[src/rtl/cpu_csr_pkg.sv]
// ---------------------------------------------------------------------------
// cpu_csr_pkg
// Shared definitions for the Zicsr execute stage and the CSR register file:
//   - CSR address constants and the list of implemented addresses
//   - funct3 encodings of the CSR instructions
//   - FSM state encoding of the execute stage
// ---------------------------------------------------------------------------
package cpu_csr_pkg;

    localparam int CSR_XLEN   = 32;
    localparam int CSR_ADDR_W = 12;

    // Supervisor CSRs
    localparam logic [CSR_ADDR_W-1:0] CSR_SSTATUS   = 12'h100;
    localparam logic [CSR_ADDR_W-1:0] CSR_SIE       = 12'h104;
    localparam logic [CSR_ADDR_W-1:0] CSR_STVEC     = 12'h105;
    localparam logic [CSR_ADDR_W-1:0] CSR_SSCRATCH  = 12'h140;
    localparam logic [CSR_ADDR_W-1:0] CSR_SEPC      = 12'h141;
    localparam logic [CSR_ADDR_W-1:0] CSR_SCAUSE    = 12'h142;
    localparam logic [CSR_ADDR_W-1:0] CSR_STVAL     = 12'h143;
    localparam logic [CSR_ADDR_W-1:0] CSR_SIP       = 12'h144;
    localparam logic [CSR_ADDR_W-1:0] CSR_SATP      = 12'h180;
    // Machine CSRs
    localparam logic [CSR_ADDR_W-1:0] CSR_MSTATUS   = 12'h300;
    localparam logic [CSR_ADDR_W-1:0] CSR_MISA      = 12'h301;
    localparam logic [CSR_ADDR_W-1:0] CSR_MIE       = 12'h304;
    localparam logic [CSR_ADDR_W-1:0] CSR_MTVEC     = 12'h305;
    localparam logic [CSR_ADDR_W-1:0] CSR_MSCRATCH  = 12'h340;
    localparam logic [CSR_ADDR_W-1:0] CSR_MEPC      = 12'h341;
    localparam logic [CSR_ADDR_W-1:0] CSR_MCAUSE    = 12'h342;
    localparam logic [CSR_ADDR_W-1:0] CSR_MTVAL     = 12'h343;
    localparam logic [CSR_ADDR_W-1:0] CSR_MIP       = 12'h344;
    // Read-only counters and IDs (addr[11:10] == 2'b11)
    localparam logic [CSR_ADDR_W-1:0] CSR_CYCLE     = 12'hC00;
    localparam logic [CSR_ADDR_W-1:0] CSR_TIME      = 12'hC01;
    localparam logic [CSR_ADDR_W-1:0] CSR_INSTRET   = 12'hC02;
    localparam logic [CSR_ADDR_W-1:0] CSR_CYCLEH    = 12'hC80;
    localparam logic [CSR_ADDR_W-1:0] CSR_INSTRETH  = 12'hC82;
    localparam logic [CSR_ADDR_W-1:0] CSR_MHARTID   = 12'hF14;

    localparam int CSR_IMPL_N = 24;

    localparam logic [CSR_ADDR_W-1:0] CSR_IMPL_LIST [CSR_IMPL_N] = '{
        CSR_SSTATUS, CSR_SIE, CSR_STVEC, CSR_SSCRATCH, CSR_SEPC, CSR_SCAUSE,
        CSR_STVAL, CSR_SIP, CSR_SATP,
        CSR_MSTATUS, CSR_MISA, CSR_MIE, CSR_MTVEC, CSR_MSCRATCH, CSR_MEPC,
        CSR_MCAUSE, CSR_MTVAL, CSR_MIP,
        CSR_CYCLE, CSR_TIME, CSR_INSTRET, CSR_CYCLEH, CSR_INSTRETH, CSR_MHARTID
    };

    // funct3 of the SYSTEM opcode; 000 and 100 are not CSR instructions.
    typedef enum logic [2:0] {
        F3_ILL0 = 3'b000,
        F3_RW   = 3'b001,
        F3_RS   = 3'b010,
        F3_RC   = 3'b011,
        F3_ILL4 = 3'b100,
        F3_RWI  = 3'b101,
        F3_RSI  = 3'b110,
        F3_RCI  = 3'b111
    } csr_funct3_e;

    typedef enum logic [1:0] {
        ST_IDLE  = 2'd0,
        ST_READ  = 2'd1,
        ST_WRITE = 2'd2,
        ST_DONE  = 2'd3
    } csr_state_e;

    function automatic logic csr_is_implemented(input logic [CSR_ADDR_W-1:0] addr);
        logic hit;
        hit = 1'b0;
        for (int i = 0; i < CSR_IMPL_N; i++) begin
            if (addr == CSR_IMPL_LIST[i]) hit = 1'b1;
        end
        return hit;
    endfunction

endpackage

[src/rtl/cpu_csr_addr_check.sv]
// ---------------------------------------------------------------------------
// cpu_csr_addr_check
// Combinational CSR address decode, shared with trap/privilege logic.
// Ports:
//   addr        in   CSR address
//   wants_write in   the access will write the CSR
//   legal       out  address implemented and not a write to a read-only CSR
//   read_only   out  address lies in the read-only space (addr[11:10]==2'b11)
// ---------------------------------------------------------------------------
module cpu_csr_addr_check
    import cpu_csr_pkg::*;
(
    input  logic [CSR_ADDR_W-1:0] addr,
    input  logic                  wants_write,
    output logic                  legal,
    output logic                  read_only
);

    assign read_only = (addr[CSR_ADDR_W-1 -: 2] == 2'b11);
    assign legal     = csr_is_implemented(addr) && !(wants_write && read_only);

endmodule

[src/rtl/cpu_csr_unit.sv]
// ---------------------------------------------------------------------------
// cpu_csr_unit
// Zicsr execute stage. Runs one CSRRW/RS/RC(I) as a read-modify-write on the
// CSR file interface and returns the old value for rd.
// Sequence: IDLE -> READ -> [WRITE] -> DONE -> IDLE.
// Ports:
//   clk, rst            clock; asynchronous active-low reset
//   start               launch request, sampled only in IDLE
//   funct3, csr_sel     opcode and target CSR address
//   rs1_val, rs1_idx    register operand / rs1 index (uimm in immediate forms)
//   busy                high while an operation is in flight
//   done                one-cycle completion pulse; rd_val/illegal valid
//   rd_val, illegal     old CSR value (0 if illegal) and illegal flag
//   csr_addr, csr_wdata, csr_wr, csr_rdata   CSR file interface
// ---------------------------------------------------------------------------
module cpu_csr_unit
    import cpu_csr_pkg::*;
#(
    parameter int XLEN   = CSR_XLEN,
    parameter int ADDR_W = CSR_ADDR_W
) (
    input  logic              clk,
    input  logic              rst,
    input  logic              start,
    input  logic [2:0]        funct3,
    input  logic [ADDR_W-1:0] csr_sel,
    input  logic [XLEN-1:0]   rs1_val,
    input  logic [4:0]        rs1_idx,
    output logic              busy,
    output logic              done,
    output logic [XLEN-1:0]   rd_val,
    output logic              illegal,
    output logic [ADDR_W-1:0] csr_addr,
    output logic [XLEN-1:0]   csr_wdata,
    output logic              csr_wr,
    input  logic [XLEN-1:0]   csr_rdata
);

    csr_state_e        r_state;
    csr_state_e        w_next_state;

    logic [2:0]        r_funct3;
    logic [ADDR_W-1:0] r_addr;
    logic [XLEN-1:0]   r_rs1_val;
    logic [4:0]        r_rs1_idx;
    logic [XLEN-1:0]   r_old;

    csr_funct3_e       w_f3;
    logic              w_accept;
    logic              w_f3_valid;
    logic              w_wants_write;
    logic              w_addr_legal;
    logic              w_read_only;
    logic              w_illegal;
    logic [XLEN-1:0]   w_src;
    logic [XLEN-1:0]   w_wdata;

    // -----------------------------------------------------------------------
    // Decode of the latched instruction; stable for the whole operation.
    // -----------------------------------------------------------------------
    assign w_f3       = csr_funct3_e'(r_funct3);
    assign w_accept   = (r_state == ST_IDLE) && start;
    assign w_f3_valid = (r_funct3[1:0] != 2'b00);

    // RW forms always write; set/clear forms write only when rs1/uimm != 0.
    assign w_wants_write = w_f3_valid &&
                           ((r_funct3[1:0] == 2'b01) || (r_rs1_idx != 5'd0));

    assign w_src = r_funct3[2] ? {{(XLEN-5){1'b0}}, r_rs1_idx} : r_rs1_val;

    cpu_csr_addr_check u_addr_check (
        .addr        (r_addr),
        .wants_write (w_wants_write),
        .legal       (w_addr_legal),
        .read_only   (w_read_only)
    );

    // Read-only handling is folded into w_addr_legal; the flag is exposed for
    // other users of the checker.
    logic w_unused;
    assign w_unused  = w_read_only;

    assign w_illegal = !w_f3_valid || !w_addr_legal;

    always_comb begin
        unique case (w_f3)
            F3_RS, F3_RSI: w_wdata = r_old | w_src;
            F3_RC, F3_RCI: w_wdata = r_old & ~w_src;
            default:       w_wdata = w_src;
        endcase
    end

    // -----------------------------------------------------------------------
    // State register
    // -----------------------------------------------------------------------
    // NOTE: sequential state uses non-blocking assignments so every flop
    // samples pre-edge values regardless of block ordering.
    always_ff @(posedge clk or negedge rst) begin
        if (!rst) r_state <= ST_IDLE;
        else      r_state <= w_next_state;
    end

    // -----------------------------------------------------------------------
    // Operand capture and old-value register
    // -----------------------------------------------------------------------
    // NOTE: these are plain datapath flops, not a memory array, so they get
    // the async reset too and never carry X into rd_val or csr_wdata.
    always_ff @(posedge clk or negedge rst) begin
        if (!rst) begin
            r_funct3  <= '0;
            r_addr    <= '0;
            r_rs1_val <= '0;
            r_rs1_idx <= '0;
            r_old     <= '0;
        end else begin
            if (w_accept) begin
                r_funct3  <= funct3;
                r_addr    <= csr_sel;
                r_rs1_val <= rs1_val;
                r_rs1_idx <= rs1_idx;
            end
            if (r_state == ST_READ) r_old <= csr_rdata;
        end
    end

    // -----------------------------------------------------------------------
    // Next state and outputs. Outputs decode from the state register only, so
    // an asynchronous reset removes csr_wr in the same instant.
    // -----------------------------------------------------------------------
    // NOTE: every output gets a default before the case, so no path leaves a
    // signal unassigned and no latch is inferred.
    always_comb begin
        w_next_state = r_state;
        csr_addr     = '0;
        csr_wdata    = '0;
        csr_wr       = 1'b0;
        done         = 1'b0;
        illegal      = 1'b0;
        rd_val       = '0;

        unique case (r_state)
            ST_IDLE: begin
                if (start) w_next_state = ST_READ;
            end
            ST_READ: begin
                csr_addr = r_addr;
                if (w_illegal || !w_wants_write) w_next_state = ST_DONE;
                else                             w_next_state = ST_WRITE;
            end
            ST_WRITE: begin
                csr_addr     = r_addr;
                csr_wr       = 1'b1;
                csr_wdata    = w_wdata;
                w_next_state = ST_DONE;
            end
            ST_DONE: begin
                done         = 1'b1;
                illegal      = w_illegal;
                rd_val       = w_illegal ? '0 : r_old;
                w_next_state = ST_IDLE;
            end
            default: w_next_state = ST_IDLE;
        endcase
    end

    assign busy = (r_state != ST_IDLE);

endmodule

[config.mk]
export PLATFORM = sky130hd
export DESIGN_NAME = cpu_csr_unit
export DESIGN_NICKNAME = d
export VERILOG_FILES = /design/src/rtl/cpu_csr_pkg.sv /design/src/rtl/cpu_csr_addr_check.sv /design/src/rtl/cpu_csr_unit.sv
export SDC_FILE = /design/constraint.sdc
export NUM_CORES = 1
export LEC_CHECK = 0
export ABC_AREA = 1
export CAP_MARGIN = 10
export CORE_ASPECT_RATIO = 1.75
export CORE_MARGIN = 4
export CORE_UTILIZATION = 30
export CTS_BUF_LIST = sky130_fd_sc_hd__clkbuf_4 sky130_fd_sc_hd__clkbuf_8
export DETAILED_ROUTE_END_ITERATION = 8
export GPL_TIMING_DRIVEN = 0
export MAX_ROUTING_LAYER = met4
export PLACE_DENSITY = 0.64
export SYNTH_ARGS = -nofsm -noshare
export SYNTH_HDL_FRONTEND = slang
export SYNTH_HIERARCHICAL = 1
export SYNTH_SLANG_ARGS = --single-unit
[constraint.sdc]
create_clock -name clk -period 5.4 [get_ports clk]
set_clock_uncertainty 0.1 [all_clocks]
set_input_delay 1.08 -clock clk [delete_from_list [all_inputs] [get_ports clk]]
set_output_delay 1.08 -clock clk [all_outputs]
set_load 0.01 [all_outputs]
==> reports/qor.yml, run 1 <==
synth:
  syn_area_per_cell_sq_um: 8.45
  synth_fp_nets: 643
  syn-cell-area_sq_um: 4660
  syn-instance-count: 551
  yosysWarnings: 6
sta:
  rsz0062_at_grt: "false"
  final.min_clock_period_ns: 3.92
  final.period_utilization_pct: 72.7
  slew_viol_final: 0
  hold_violations: 0
  max_freq_mhz: 255
  setup_viol: 0
  worstMarginPinSlew_ns: 0.591
  slew_headroom_pct: 60.6
setup_path:
  r2r_setup_slack_ns: 3.52
  arrival_ns: 2.74
  r2r_end: "r_old[14]"
  end_kind: "primary output"
  critPathMaxFanout: 10
  regToRegStartpoint: "r_state[1]"
  path_class: "register to primary output"
  critical_path.startpoint: "r_addr[0]"
  critPathCapture: "rd_val[24]"
  startpoint_type: "register"
  required_ns: 4.22
  ff2ff_path_depth: 5
die:
  die_h_um: 173
  dieArea_sq_um: 17700
  rows: 60
  core_area_sq_um: 15300
  fp.dieW_um: 102
  boundaryPins: 167
  start_util_pct: 30.4
flow_run:
  cap_violations: 0
clocking:
  post-cts-setup-buffer-count: 0
  tritoncts: "built"
  htree_levels: 3
  cts-root-buf: "clkbuf_8"
  path_clk_slew_ns: 0.08
  cts_buffers: 9
  clk_latency_ns: 0.37
  cts_hold_buf: 0
  cts_max_path_buffers: 2
  cts_resized: 0
  cts.sinks: 86
detailed_routing:
  routedWlPerCell_um: 15.6
  drtIter0Drc: 130
  vias_per_cell: 4.49
  dr.pass1.iters: 4
  wirelength_mm: 14.4
  detail-route-antenna-nets: 0
  vias: 4130
  drc: 0
global_routing:
  grt_pass1_wl_mm: 23.0
  track_usage_pct: 17.5
  grt_max_degree: 46
  grt_antenna_before_repair: 0
  grt_overflow: 0
  grt_pass1_vias: 4323
power:
  p_leak_nw: 3.00
  power.density_nw_per_um2: 520
  p_switching_mw: 1.46
  p_sw_share_pct: 41.4
  ir_drop_uv: 303
  power_frac_seq_pct: 33.4
  p_int_mw: 2.06
  comb_power_share_pct: 53.1
  p_clk_share_pct: 13.5
  p_total_mw: 3.52
layout:
  diodes: 0
  fill_cells: 1562
  layout.cells.non_filler: 920
  drive_above_1_share_pct: 16.5
  fin_util_pct: 44.2
  syn_to_final_growth_pct: 45.5
  nets: 821
place:
  post-place-cells: 904
  portBuffers: 166
  hpwl_mm: 11.1
  place.gp.congestion: 0.785
run_status:
  status: "complete, no violations"
min_path:
  hp-class: "register to register"
==> placed cells by master (no fill, tap or decap), types with 3 or more instances in the layout <==
cell               n
clkdlybuf4s50_1  165
nand2_1          127
dfrtp_1           86
o21ai_0           68
inv_1             56
nor2_1            45
mux2_2            45
a21oi_1           37
nor2_2            11
nand3_1           10
clkbuf_8          10
clkbuf_1           9
inv_2              8
buf_6              8
buf_2              7
or2_2              5
ha_1               5
mux2_4             4
nand2_2            3
nand2_4            3
clkbuf_2           3
==> flip-flops by register name, summed over array words and instances, names as in the netlist <==
| signal | count |
|---|---|
| r_addr | 12 |
| r_funct3 | 3 |
| r_old | 32 |
| r_rs1_idx | 5 |
| r_rs1_val | 32 |
| r_state | 2 |
==> worst max-delay path: stages (launching register included) <==
cell and delay, ns:
dfrtp_1 0.44, inv_2 0.09, nand2_1 0.07, nor2_1 0.14, nand3_1 0.09, nand3_1 0.10, nor2_1 0.05, a21oi_1 0.18
inv_1 0.10, nor2_4 0.17, nand2_4 0.11, buf_6 0.16, nor2_1 0.08, clkdlybuf4s50_1 0.61
==> power by group through the flow <==
stage          clock [mW]  sequential [mW]  combinational (mW)
4_1_cts             0.490             1.18                1.91
2_1_floorplan           0             1.13                1.17
6_report            0.474             1.18                1.87
5_1_grt             0.517             1.23                2.11
3_3_place_gp            0             1.18                1.88
3_5_place_dp            0             1.19                1.90
==> worst min-delay path by stage <==
stage          slack (ns)          start  depth (start not counted)       endpoint
6_report             0.41  r_rs1_val[14]                          1  r_rs1_val[14]
5_1_grt              0.42  r_rs1_val[27]                          1  r_rs1_val[27]
4_1_cts              0.41   r_rs1_val[1]                          1   r_rs1_val[1]
3_5_place_dp         0.39   r_rs1_val[1]                          1   r_rs1_val[1]
3_3_place_gp         0.38   r_rs1_val[1]                          1   r_rs1_val[1]
2_1_floorplan        0.37   r_rs1_val[1]                          1   r_rs1_val[1]
==> cell type report <==
class | count | area [sq um] | area share (%)
sequential | 86 | 2150 | 31.8
clock buffer | 11 | 139 | 2.05
tap | 186 | 233 | 3.43
buffer | 29 | 195 | 2.88
timing repair buffer | 167 | 1690 | 24.9
inverter | 65 | 245 | 3.62
clock inverter | 5 | 60.1 | 0.886
multi-input combinational | 371 | 2060 | 30.5
==> per-layer routing <==
layer	part of all wire, %	up-vias	global-route usage [%]
met5	0	-	-
met4	3.1	0	6.19
met3	4.1	24	3.35
met2	53	96	29.9
met1	39	1900	20.0
li1	-	2110	-
==> stage by stage <==
stage	worst slack (ns)	hold WS (ns)	cell area [sq um]	TNS, ns
2_1_floorplan	2.65	0.370	4660	0
3_3_place_gp	-0.280	0.380	6550	-23.36
3_5_place_dp	1.88	0.387	6580	0
4_1_cts	1.46	0.410	6780	0
5_1_grt	1.18	0.420	6780	0
6_report	1.48	0.410	6780	0
(Power assumes the default switching activity.)
==> run 2: changes to the inputs <==
- PLACE_DENSITY: 0.64 -> 0.67
- clock period: 5.4 -> 3.6 ns (I/O delays scaled with it)
==> reports/qor.yml, run 2 (synthesized netlist as in run 1, its figures left out) <==
setup_path:
  arrival_ns: 2.59  # -0.15 ns
  required_ns: 2.78  # -1.44 ns
  critPathMaxFanout: 10  # unchanged
  slowest_delay_ns: 0.54  # -0.07 ns
  path_common_cell: "nand2_1"
  end_kind: "primary output"
  path_cells: "inv_2, nand2_1, nor2_2, nand2_1, nand3_1, nand2_1, a21oi_2, inv_1, nor2_4, nand2_4, buf_6, nor2_2, clkdlybuf4s50_1"
  cp_top_family: "buffers and inverters"
  slowest_stage: "clkdlybuf4s50_1"
  crit_buf_inv: 4  # unchanged
  startpoint_type: "register"
  path_class: "register to primary output"
  r2r_setup_slack_ns: 1.74  # -1.78 ns
layout:
  reg_top3: "r_old: 32 flops, r_rs1_val: 32 flops, r_addr: 12 flops"
  fill_cells: 1556  # -0.38%
  regArea_sq_um: 2160  # +0.17%
  layout_common_cells: "clkdlybuf4s50_1, nand2_1, dfrtp_1, o21ai_0, inv_1"
  layout_commonest_cell: "clkdlybuf4s50_1"
  nets: 822  # +0.12%
  syn_to_final_growth_pct: 46.6
  multi_input_area_sq_um: 2070  # +0.30%
  drive_above_1_share_pct: 17.3  # +0.79 points
die:
  dieArea_sq_um: 17700  # unchanged
  start_util_pct: 30.4  # unchanged
  fp.dieW_um: 102  # unchanged
  rows: 60  # unchanged
  boundaryPins: 167  # unchanged
  core_area_sq_um: 15300  # unchanged
  die_h_um: 173  # unchanged
detailed_routing:
  drc: 0  # unchanged
  wirelength_mm: 14.6  # +1.1%
  vias: 4242  # +2.7%
  vias_per_cell: 4.60  # +2.4%
  drtIter0Drc: 104  # -20%
  routedWlPerCell_um: 15.8  # +0.78%
  detail-route-antenna-nets: 0  # unchanged
  dr.pass1.iters: 4  # unchanged
sta:
  worstMarginPinSlew_ns: 0.519  # -0.0720 ns
  setup_slack_ns: 0.192  # -1.28 ns
  final.period_utilization_pct: 94.7
  whs_ns: 0.222  # -0.187 ns
  rsz0062_at_grt: "false"
  setup_viol: 0  # unchanged
  slew_viol_final: 0  # unchanged
  max_freq_mhz: 293
  slew_headroom_pct: 65.4  # +4.8 points
  hold_violations: 0  # unchanged
  final.min_clock_period_ns: 3.41
clocking:
  cts.sinks: 86  # unchanged
  cts_max_path_buffers: 2  # unchanged
  cts_hold_buf: 0  # unchanged
  htree_levels: 3  # unchanged
  tritoncts: "built"
  cts-root-buf: "clkbuf_8"
  clk_latency_ns: 0.35  # -0.02 ns
  path_clk_slew_ns: 0.09  # about the same
  cts_buffers: 9  # unchanged
min_path:
  hp-class: "primary input to asynchronous set/reset pin"
power:
  p_total_mw: 5.21  # +48%
  power.density_nw_per_um2: 763  # +47%
  ir_drop_uv: 491  # +62%
  p_leak_nw: 3.38  # +13%
global_routing:
  track_usage_pct: 17.3  # -0.14 points
  grt_pass1_wl_mm: 22.8  # -0.93%
  grt_pass1_vias: 4344  # +0.49%
  grt_max_degree: 53  # +15%
  grt_overflow: 0  # unchanged
  grt_antenna_before_repair: 2  # +2
flow_run:
  cap_violations: 0  # unchanged
run_status:
  status: "complete, no violations"
place:
  post-place-ws_ns: 0.405  # -1.47 ns
  place.gp.congestion: 0.816  # +3.9%
  hpwl_mm: 11.3  # +2.1%
  portBuffers: 166  # unchanged
-- run 2: changes by cell type in the layout (fill, tap and decap cells not counted), sizes merged --
cell	delta
buf	+1
bufinv	-1
clkdlybuf4s50	-22
clkinv	-1
clkinvlp	+2
diode	+2
dlygate4sd2	+1
dlymetal6s2s	+21
-- run 2: routing by layer --
metal  vias to the layer above  share of wire [%]  global-route usage (%)
met5                         -                  0                       -
met4                         0                3.8                    8.32
met3                        28                3.6                    2.50
met2                       101                 54                    29.9
met1                      1987                 39                    19.2
li1                       2126                  -                       -
-- run 2: final cells by class --
| type | instances | share of cell area, % |
|---|---|---|
| sequential | 86 | 31.6 |
| multi-input combinational | 371 | 30.3 |
| clock inverter | 5 | 0.532 |
| clock buffer | 11 | 2.03 |
| inverter | 65 | 3.59 |
| timing repair buffer | 168 | 25.6 |
| antenna | 2 | 0.0733 |
| tap | 186 | 3.41 |
| buffer | 29 | 2.86 |
-- run 2: worst paths after layout --
check / startpoint / endpoint / depth (start not counted)
setup / recovery: r_addr[0] / rd_val[8] / 13
hold / removal: rst / r_old[30] / 1
setup reg to reg: r_state[1] / r_old[14] / 5
hold reg to reg: r_rs1_val[4] / r_rs1_val[4] / 1
max in group asynchronous: rst / r_addr[4] / 2
min in group clk: r_rs1_val[4] / r_rs1_val[4] / 1
-- run 2: what timing repair did --
| item | in CTS | in global routing |
|---|---|---|
| pin swaps | 0 | 1 |
| gates resized for setup | 1 | 26 |
| endpoints found under the setup margin | 1 | 30 |
| setup buffers | 0 | 1 |
-- run 2: per-stage QoR --
step	area [sq um]	std cells	TNS (ns)	utilization, %
floorplan	4660	551	0	-
CTS	6750	920	0	44.1
global route	6830	923	0	44.6
finish	6830	923	0	44.6
detailed placement	6580	904	0	42.9
global placement	6550	903	-141.82	42.8
-- run 2: worst reg2reg max path: cells and delay by family, from the launching register on --
family	cells	cell delay, ns
AO/OA/AOI/OAI	1	0.18
adder cells (fa/ha/maj)	1	0.20
buffers and inverters	3	0.82
flip-flops	1	0.41
-- run 2: where the power goes --
| group | internal (mW) | switching (mW) |
|---|---|---|
| Clock | 0.267 | 0.358 |
| Sequential | 1.46 | 0.306 |
| Combinational | 1.31 | 1.51 |
==> run 3: changes to the inputs <==
- CORE_UTILIZATION: 30 -> 40
- GPL_ROUTABILITY_DRIVEN: unset -> 0
- PLACE_DENSITY: 0.67 -> 0.83
- clock period: 3.6 -> 3.1 ns (I/O delays scaled with it)
==> reports/qor.yml, run 3 (synthesized netlist as in run 1, its figures left out) <==
min_path:
  hp-class: "primary input to asynchronous set/reset pin"
place:
  portBuffers: 166  # unchanged
  hpwl_mm: 11.0  # -3.0%
die:
  rows: 51  # -15%
  start_util_pct: 41.2  # +11 points
  boundaryPins: 167  # unchanged
  core_area_sq_um: 11300  # -26%
  dieArea_sq_um: 13500  # -24%
  fp.dieW_um: 89.6  # -12%
  die_h_um: 151  # -13%
clocking:
  cts-root-buf: "clkbuf_8"
  cts_max_path_buffers: 2  # unchanged
  cts_hold_buf: 0  # unchanged
  tritoncts: "built"
  path_clk_slew_ns: 0.09  # about the same
  htree_levels: 3  # unchanged
  clk_latency_ns: 0.36  # about the same
  cts.sinks: 86  # unchanged
  cts_buffers: 9  # unchanged
sta:
  slew_viol_final: 0  # unchanged
  whs_ns: 0.0837  # -0.139 ns
  hold_violations: 0  # unchanged
  slew_headroom_pct: 65.7  # +0.23 points
  max_freq_mhz: 336
  rsz0062_at_grt: "true"
  worstMarginPinSlew_ns: 0.515  # -0.00351 ns
  final.min_clock_period_ns: 2.97
  setup_viol: 0  # unchanged
  final.period_utilization_pct: 95.9
setup_path:
  required_ns: 2.38  # -0.40 ns
  startpoint_type: "register"
  critPathMaxFanout: 3  # -7
  path_class: "register to primary output"
  arrival_ns: 2.25  # -0.34 ns
  ff2ff_path_depth: 5  # unchanged
  end_kind: "primary output"
global_routing:
  grt_pass1_vias: 4534  # +4.4%
  track_usage_pct: 22.1  # +4.8 points
  grt_antenna_before_repair: 1  # -1
  grt_pass1_wl_mm: 22.1  # -2.9%
  grt_overflow: 0  # unchanged
  grt_max_degree: 61  # +15%
power:
  ir_drop_uv: 681  # +39%
  p_total_mw: 6.38  # +23%
  p_leak_nw: 3.13  # -7.4%
  power.density_nw_per_um2: 953  # +25%
detailed_routing:
  wirelength_mm: 14.2  # -2.1%
  dr.pass1.iters: 5  # +1
  detail-route-antenna-nets: 0  # unchanged
  drtIter0Drc: 184  # +77%
  routedWlPerCell_um: 16.3  # +3.3%
  vias: 4380  # +3.3%
  vias_per_cell: 5.01  # +8.9%
  drc: 0  # unchanged
layout:
  multi_input_area_sq_um: 2090  # +1.1%
  nets: 830  # +0.97%
  layout_common_cells: "clkdlybuf4s50_1, nand2_1, dfrtp_1, o21ai_0, inv_1"
  fill_cells: 974  # -37%
  reg_top3: "r_old: 32 flops, r_rs1_val: 32 flops, r_addr: 12 flops"
  layout_commonest_cell: "clkdlybuf4s50_1"
  fin_util_pct: 59.3  # +15 points
  regArea_sq_um: 2150  # -0.17%
  syn_to_final_growth_pct: 43.8
  drive_above_1_share_pct: 23.2  # +5.9 points
flow_run:
  cap_violations: 0  # unchanged
run_status:
  status: "complete, no violations"
==> run 3: changes by cell type in the layout (fill, tap and decap cells not counted), moves of 4 or more <==
| cell | before | now |
|---|---|---|
| nor2_1 | 44 | 40 |
| clkbuf_1 | 9 | 5 |
| dlymetal6s2s_1 | 21 | 1 |
| clkdlybuf4s50_1 | 143 | 132 |
| buf_4 | 3 | 12 |
| buf_2 | 7 | 11 |
| clkbuf_2 | 3 | 30 |
==> run 3: critical path: stages (launching register included) <==
cell and delay [ns]:
dfrtp_1 0.42, inv_1 0.10, nand2_2 0.08, nor2_4 0.14, nand2_2 0.08, a21oi_2 0.13
nor2_1 0.06, a21oi_2 0.15, inv_1 0.08, nor2_4 0.13, nor2_1 0.05, clkdlybuf4s50_1 0.47
==> run 3: area by class of cell <==
type,instances,area share [%]
repair buffers,177,24.1
diodes,1,0.0374
plain buffers,28,2.99
well taps,132,2.47
inverters,65,3.66
flip-flops and latches,86,32.1
clock buffers,12,2.37
clock inverters,3,1.01
multi-input cells,371,31.3
==> run 3: power by group <==
part / switching (mW) / internal (mW) / total (mW) / leakage, nW
sequential: 0.360 / 1.69 / 2.06 / 1.03
clock: 0.392 / 0.503 / 0.896 / 0.112
combinational: 1.83 / 1.60 / 3.43 / 1.99
total: 2.59 / 3.80 / 6.38 / 3.13
==> run 3: through the flow <==
step	worst slack, ns	setup TNS (ns)	std cells	instance area [sq um]
4_1_cts	0.0200	0	870	6760
5_1_grt	-0.0480	-0.489	875	6700
2_1_floorplan	0.805	0	551	4660
6_report	0.126	0	875	6700
3_3_place_gp	-1.73	-148.18	849	6480
3_5_place_dp	0.0267	0	850	6510
==> run 3: path summary, 6_finish.rpt <==
| path | from | endpoint | slack (ns) |
|---|---|---|---|
| setup / recovery | r_addr[7] | illegal | 0.13 |
| hold / removal | rst | r_addr[11] | 0.08 |
| setup reg to reg | r_state[1] | r_old[24] | 1.26 |
| hold reg to reg | r_rs1_val[4] | r_rs1_val[4] | 0.41 |
| max in group asynchronous | rst | r_old[12] | 2.20 |
| min in group clk | r_rs1_val[4] | r_rs1_val[4] | 0.41 |
==> run 3: layer usage <==
layer,track usage [%],wire length [um]
met1,24.1,5300
met3,2.90,615
met4,10.4,545
met5,-,0
met2,38.7,7790
==> run 3: what timing repair did <==
item / in CTS / in global routing
resized for setup: 47 / 68
endpoints found under the setup margin: 62 / 49
pin swaps: 0 / 6
buffers inserted: 5 / 5
